`config.mk`:
```
export PLATFORM = sky130hd
export DESIGN_NAME = fifo_asym_n2w
export DESIGN_NICKNAME = d
export VERILOG_FILES = /design/src/rtl/fifo_asym_n2w.sv
export SDC_FILE = /design/constraint.sdc
export NUM_CORES = 2
export LEC_CHECK = 0
export ABC_AREA = 0
export BUFFER_PORTS_ARGS = -buffer_cell sky130_fd_sc_hd__clkbuf_2
export CORE_MARGIN = 5
export CORE_UTILIZATION = 57
export CTS_CLUSTER_SIZE = 8
export DETAILED_ROUTE_END_ITERATION = 8
export PLACE_DENSITY = 0.73
export SLEW_MARGIN = 5
export SYNTH_ARGS = -nofsm -noshare
export SYNTH_HDL_FRONTEND = slang
export SYNTH_SLANG_ARGS = --single-unit
```
`constraint.sdc`:
```
create_clock -name clk -period 2.3 [get_ports clk]
set_input_delay 0 -clock clk [delete_from_list [all_inputs] [get_ports clk]]
set_output_delay 0 -clock clk [all_outputs]
set_load 0.02 [all_outputs]
```
`src/rtl/fifo_asym_n2w.sv`:
```
// fifo_asym_n2w: narrow-write / wide-read FIFO that pairs DWIDTH-bit words into 2*DWIDTH-bit words.
// Optional macro FIFO_ASYM_N2W_CNT_EN adds the count and almost_full outputs.
module fifo_asym_n2w #(
    parameter int AWIDTH = 8,
    parameter int DWIDTH = 8
) (
    input  logic                clk,
    input  logic                rstn,
    input  logic [DWIDTH-1:0]   din,
    input  logic                w_en,
    output logic [2*DWIDTH-1:0] dout,
    input  logic                r_en,
    output logic                full,
    output logic                empty,
`ifdef FIFO_ASYM_N2W_CNT_EN
    output logic [AWIDTH:0]     count,
    output logic                almost_full,
`endif
    output logic                pending
);
    localparam logic [AWIDTH:0] CAP = {1'b1, {AWIDTH{1'b0}}};
    localparam logic [AWIDTH:0] TWO = {{(AWIDTH-1){1'b0}}, 2'b10};

    logic [DWIDTH-1:0] mem [2**AWIDTH];
    logic [AWIDTH:0]   wp_q, wp_d;
    logic [AWIDTH-1:0] rp_q, rp_d;
    logic [AWIDTH:0]   cnt_q, cnt_d;
    logic              we, re;
    logic              unused_wrap;

    // Flags, acceptance, next pointers and occupancy; flags come only from the count
    always_comb begin
        full    = (cnt_q == CAP);
        empty   = (cnt_q < TWO);
        pending = cnt_q[0];
        we      = w_en && !full;
        re      = r_en && !empty;
        wp_d    = wp_q + {{AWIDTH{1'b0}}, we};
        rp_d    = rp_q + {{(AWIDTH-1){1'b0}}, re};
        cnt_d   = cnt_q + {{AWIDTH{1'b0}}, we} - {{(AWIDTH-1){1'b0}}, re, 1'b0};
    end

    // Head pair is always even-aligned, so the wide word never straddles the array end
    assign dout = {mem[{rp_q[AWIDTH-2:0], 1'b1}], mem[{rp_q[AWIDTH-2:0], 1'b0}]};

    // Wrap bits are kept for pointer width consistency but flags use cnt alone
    assign unused_wrap = ^{wp_q[AWIDTH], rp_q[AWIDTH-1]};

`ifdef FIFO_ASYM_N2W_CNT_EN
    assign count       = cnt_q;
    assign almost_full = (cnt_q >= CAP - TWO);
`endif

    // Pointer and occupancy registers; reset discards any odd pending byte
    always_ff @(posedge clk or negedge rstn) begin
        if (!rstn) begin
            wp_q  <= '0;
            rp_q  <= '0;
            cnt_q <= '0;
        end else begin
            wp_q  <= wp_d;
            rp_q  <= rp_d;
            cnt_q <= cnt_d;
        end
    end

    // Storage array, not reset
    always_ff @(posedge clk) begin
        if (we) mem[wp_q[AWIDTH-1:0]] <= din;
    end
endmodule
```
# Word-level counts from Yosys, hierarchy flattened
# Memory sizes are Yosys's and may differ from the RTL's.
# Cells that the tools add are included.
[totals]
reg_bits = 26
word_cells = 16
ram_bits = 2048
memories = 1
[mem_list]
columns = ["name", "words", "word_bits", "rd", "rd_clocked_by_memory_dff", "wr", "line_no", "rtl"]
rows = [
  ["mem", 256, 8, 2, 0, 1, "24", "logic [DWIDTH-1:0] mem [2**AWIDTH];"],
]
[op_classes]
n_eq_ne = 1
mux = 2
n_lt_le_gt_ge = 1
addsub = 4
reduce_logical = 4
[ops]
columns = ["cell", "count"]
rows = [
  ["9-bit by 1-bit adder with 9-bit output", 2],
  ["9-bit == test, second input constant", 1],
  ["9-bit by 2-bit less-than comparator with 1-bit output, second input constant", 1],
  ["9-bit by 2-bit subtractor with 9-bit output", 1],
  ["8-bit by 1-bit adder with 8-bit output", 1],
  ["1-bit logical AND", 2],
  ["1-bit zero test", 2],
  ["1-bit 2-to-1 mux", 2],
]

# Logic depth before layout (Yosys ltp)
[depth]
word_depth = 5
depth_mapped = 14
depth_no_buf = 14

# Worst setup path before layout
# Ideal clock, no wire load.
[synth_path]
path_kind = "reg2reg"
from = "reg cnt_q[6]"
to = "mem mem[100][0] (enable)"
required_time_ps = 1930
period_less_slack_ps = 2585
n_path_buf = 1
path_stages_with_launch = 9
arrival_ps = 2215
path_slack_ps = -285
cell_sequence = "dfrtp_1 > inv_1 > ha_1 > nor4bb_1 > and3_1 > nor4_1 > nand2_1 > clkbuf_1 > nor2_1"
[synth_between]
elab_chain_cells = 5
[synth_rtl]
columns = ["element", "line_no", "rtl"]
rows = [
  ["start, declared", "27", "logic [AWIDTH:0] cnt_q, cnt_d;"],
  ["start signal, assigned", "63", "cnt_q <= cnt_d;"],
  ["9-bit == test", "33", "full = (cnt_q == CAP);"],
  ["net full", "13", "output logic full,"],
  ["1-bit zero test", "36", "we = w_en && !full;"],
  ["1-bit logical AND", "36", ""],
  ["1-bit 2-to-1 mux", "69", "if (we) mem[wp_q[AWIDTH-1:0]] <= din;"],
  ["1-bit 2-to-1 mux (implied by the code)", "69", ""],
  ["end, declared", "24", ""],
]
# The timed path passes the listed nets, and every way through them passes these cells.

# Worst setup path after layout
[layout_path]
from = "reg rp_q[0]"
to = "out dout[11]"
[layout_between]
elab_chain_cells = 1
[layout_rtl]
columns = ["element", "line_no", "rtl"]
rows = [
  ["start, declared", "26", "logic [AWIDTH-1:0] rp_q, rp_d;"],
  ["start signal, assigned", "62", "rp_q <= rp_d;"],
  ["memory 256 x 8 bit", "n/a", ""],
  ["end, declared", "11", "output logic [2*DWIDTH-1:0] dout,"],
]
# Every way passes these cells.

==> flow_summary_export.csv <==
group,metric,value,unit
status,status,"finished with violations",
status,violations,"negative setup slack",
detailed_routing,wl_per_cell,35.2,um
place,place_ws,-1.15,ns
setup_path,start_kind,"flop",
clock_network,root_buffer,"clkbuf_16",
floorplanning,dieHeight,387,um
pwr,power_density,1240,nW/um2
global_routing,grt_pass1_wl,331000,um
detailed_routing,finalWirelength,247000,um
yosys,synthCells,4082,
timing,fmax,0.260,GHz
final_layout,regArea,62100,um2
final_layout,multiInputGateArea,21100,um2
floorplanning,initial_core_util,57.3,%
timing,drv_slew,0,
clock_network,cts-buffers-inserted,309,
detailed_routing,vias_per_cell,6.88,
global_routing,grt_util_all_layers,30.4,%
yosys,synth_edf_count,2048,
yosys,syn_nets,4114,
yosys,synth_ff_type,"edfxtp_1",
timing,final-setup-viol-count,2051,
timing,min_period,3.85,ns
setup_path,crit_buf_inv,6,
yosys,synth_area_per_cell,19.9,um2
yosys,ys_types,57,
floorplanning,dieArea,150000,um2
global_routing,first_global_vias,47475,
timing,hold_viol,0,
setup_path,worstPathCellList,"buf_6, buf_12, buf_12, buf_4, buf_8, mux2_2, a21oi_1, o21ai_0, nand2_1, a21oi_1, o32a_1, clkbuf_8",
clock_network,cts.sinks,2072,
timing,hold_slack,0.0759,ns
floorplanning,core.rowCount,138,
final_layout,num_antenna_cells,0,
final_layout,finalNetCount,5083,
final_layout,area_growth,29.5,%
setup_path,r2r_start,"cnt_q[6]$_DFF_PN0_",
clock_network,cts_buffer_depth,4,
final_layout,drive_gt1_share,40.6,%
floorplanning,die_x,387,um
global_routing,antenna_found_initial,3,
yosys,ys_seq_area_share,76.6,%
timing,rsz0062_at_grt,"yes",
place,gp_congestion,0.905,
setup_path,worstPathRequired,2.30,ns
detailed_routing,drt_iter0_drc,7558,
clock_network,path_clk_slew,0.06,ns
min_path,worstHoldPathType,"in -> reg",
place,place_area,90100,um2
final_layout,fin_area,105000,um2
setup_path,cp_slowest_cell,"dfrtp_4",
setup_path,path_class,"reg -> out",
min_path,worstHoldStart,"din[2]",
place,dp_hpwl,135000,um
timing,tns,-457.44,ns
yosys,ys.warnings.count,0,
yosys,synth_area,81000,um2
yosys,async_reset_ff_share,1.16,%
setup_path,cp_max_fo,13,
pwr,power_leakage,34.9,nW
global_routing,grt_max_degree,118,
timing,min_period_over_period,167,%
setup_path,arrival,3.85,ns
setup_path,crit_start,"rp_q[0]$_DFF_PN0_",
detailed_routing,detail-route-antenna-nets,0,
timing,final.setup_skew,0.0412,ns
detailed_routing,via_count,48228,
yosys,ys_ff_latch,2072,
timing,setup_ws,-1.55,ns
floorplanning,coreArea,141000,um2
pwr,irDropWorstVdd,0.974,mV
clock_network,cts_max_level,5,
final_layout,final_util,74.2,%
setup_path,crit_family,"buffers and inverters",
final_layout,fillCellCount,7112,
clock_network,clk_latency,0.92,ns
run,maxCapViolCount,0,
floorplanning,io_pins,31,
setup_path,crit_path_end_kind,"output port",
global_routing,gr-total-overflow,0,
timing,max-slew-margin-rel,41.1,%
place,io_buffers,30,
timing,worst_pin_slew,0.883,ns
detailed_routing,drcViolationCount,0,
clock_network,cts_tree,"done",
setup_path,slowest_delay,0.47,ns
detailed_routing,first_pass_iters,6,
-- path summary, 6_finish.rpt --
| path | to | slack (ns) | cells past startpoint |
|---|---|---|---|
| max in group asynchronous | rp_q[4]$_DFF_PN0_ | 1.89 | 4 |
| min reg2reg | wp_q[5]$_DFF_PN0_ | 0.57 | 1 |
| max | dout[11] | -1.55 | 12 |
| min | mem[128][2]$_DFFE_PP_ | 0.08 | 2 |
| min in group asynchronous | cnt_q[5]$_DFF_PN0_ | 0.17 | 4 |
| max reg2reg | mem[159][7]$_DFFE_PP_ | -0.40 | 13 |
-- metrics by stage --
step                      total power, mW  instances
after floorplan                      63.7       4082
after global placement               79.6       6495
after detailed placement             80.0       6495
after CTS                             125       6962
after global routing                  133       7005
final                                 130       7005
-- per-layer routing --
metal / vias up / GRT usage [%] / wire length, um
met2: 4158 / 48.3 / 118000
met3: 969 / 7.27 / 32200
met1: 24379 / 41.1 / 81500
li1: 18718 / - / -
met4: 4 / 12.6 / 15000
met5: - / 0 / 28
-- cells by family (layout without fill, tap and decap cells) --
family | count (synthesis) | in the layout | share of synthesized area (%)
DFF | 2072 | 2072 | 76.6
muxes | 737 | 737 | 14.3
AOI/OAI and AO/OA | 502 | 502 | 4.32
and+or+nand+nor | 476 | 476 | 2.44
buffers and inverters | 258 | 1291 | 1.79
adders and majority gates | 20 | 20 | 0.309
xor gates and xnor gates | 17 | 17 | 0.184
-- report_power, final --
part / leakage (nW) / switching [mW] / internal (mW) / total (mW)
sequential: 18.7 / 0.479 / 42.2 / 42.6
combinational: 12.2 / 26.7 / 21.0 / 47.7
clock: 3.96 / 15.2 / 24.2 / 39.4
total: 34.9 / 42.4 / 87.3 / 130
-- layout make-up --
cell class	instances	area share [%]
inverter	18	0.0715
timing repair buffer	898	10.6
sequential	2072	59.2
clock buffer	368	7.68
multi-input combinational	1752	20.1
tap	1890	2.25
clock inverter	7	0.0608
-- placed cells by master, fill, tap and decap left out, types with 34 or more instances in the layout --
| cell type | count |
|---|---|
| buf_16 | 34 |
| a21oi_1 | 84 |
| mux2_2 | 51 |
| clkbuf_1 | 54 |
| a22oi_1 | 90 |
| clkbuf_16 | 318 |
| o21ai_0 | 37 |
| mux2i_1 | 343 |
| buf_6 | 211 |
| edfxtp_1 | 2048 |
| nor2_4 | 255 |
| buf_4 | 370 |
| buf_12 | 175 |
| nand2_1 | 79 |
| buf_8 | 70 |
| mux4_2 | 333 |
-- cells in the mapped netlist (all sizes together), types with 32 or more instances --
cell / count / area share [%]
a211oi: 37 / 0.34
a21oi: 108 / 0.67
a221oi: 32 / 0.35
a22oi: 103 / 0.95
buf: 142 / 1.2
clkbuf: 98 / 0.45
edfxtp: 2048 / 76
mux2: 51 / 0.71
mux2i: 353 / 4.4
mux4: 333 / 9.3
nand2: 104 / 0.48
nand3: 34 / 0.21
nor2: 282 / 1.3
o21ai: 57 / 0.35
o22ai: 35 / 0.27
-- state kept, by name (all words and copies together) (netlist names) --
| signal | count |
|---|---|
| cnt_q | 9 |
| mem | 2048 |
| rp_q | 7 |
| wp_q | 8 |
-- repair_timing --
| action | 4_1_cts | 5_1_grt |
|---|---|---|
| setup buffers | 59 | 41 |
| pin swaps | 125 | 223 |
| hold buffers | 13 | 0 |
| cloned | 22 | 5 |
| hold endpoints to repair | 1415 | 0 |
| setup endpoints to repair | 1992 | 2055 |
| resized for setup | 500 | 637 |
Power figures use the tool's default switching activity.
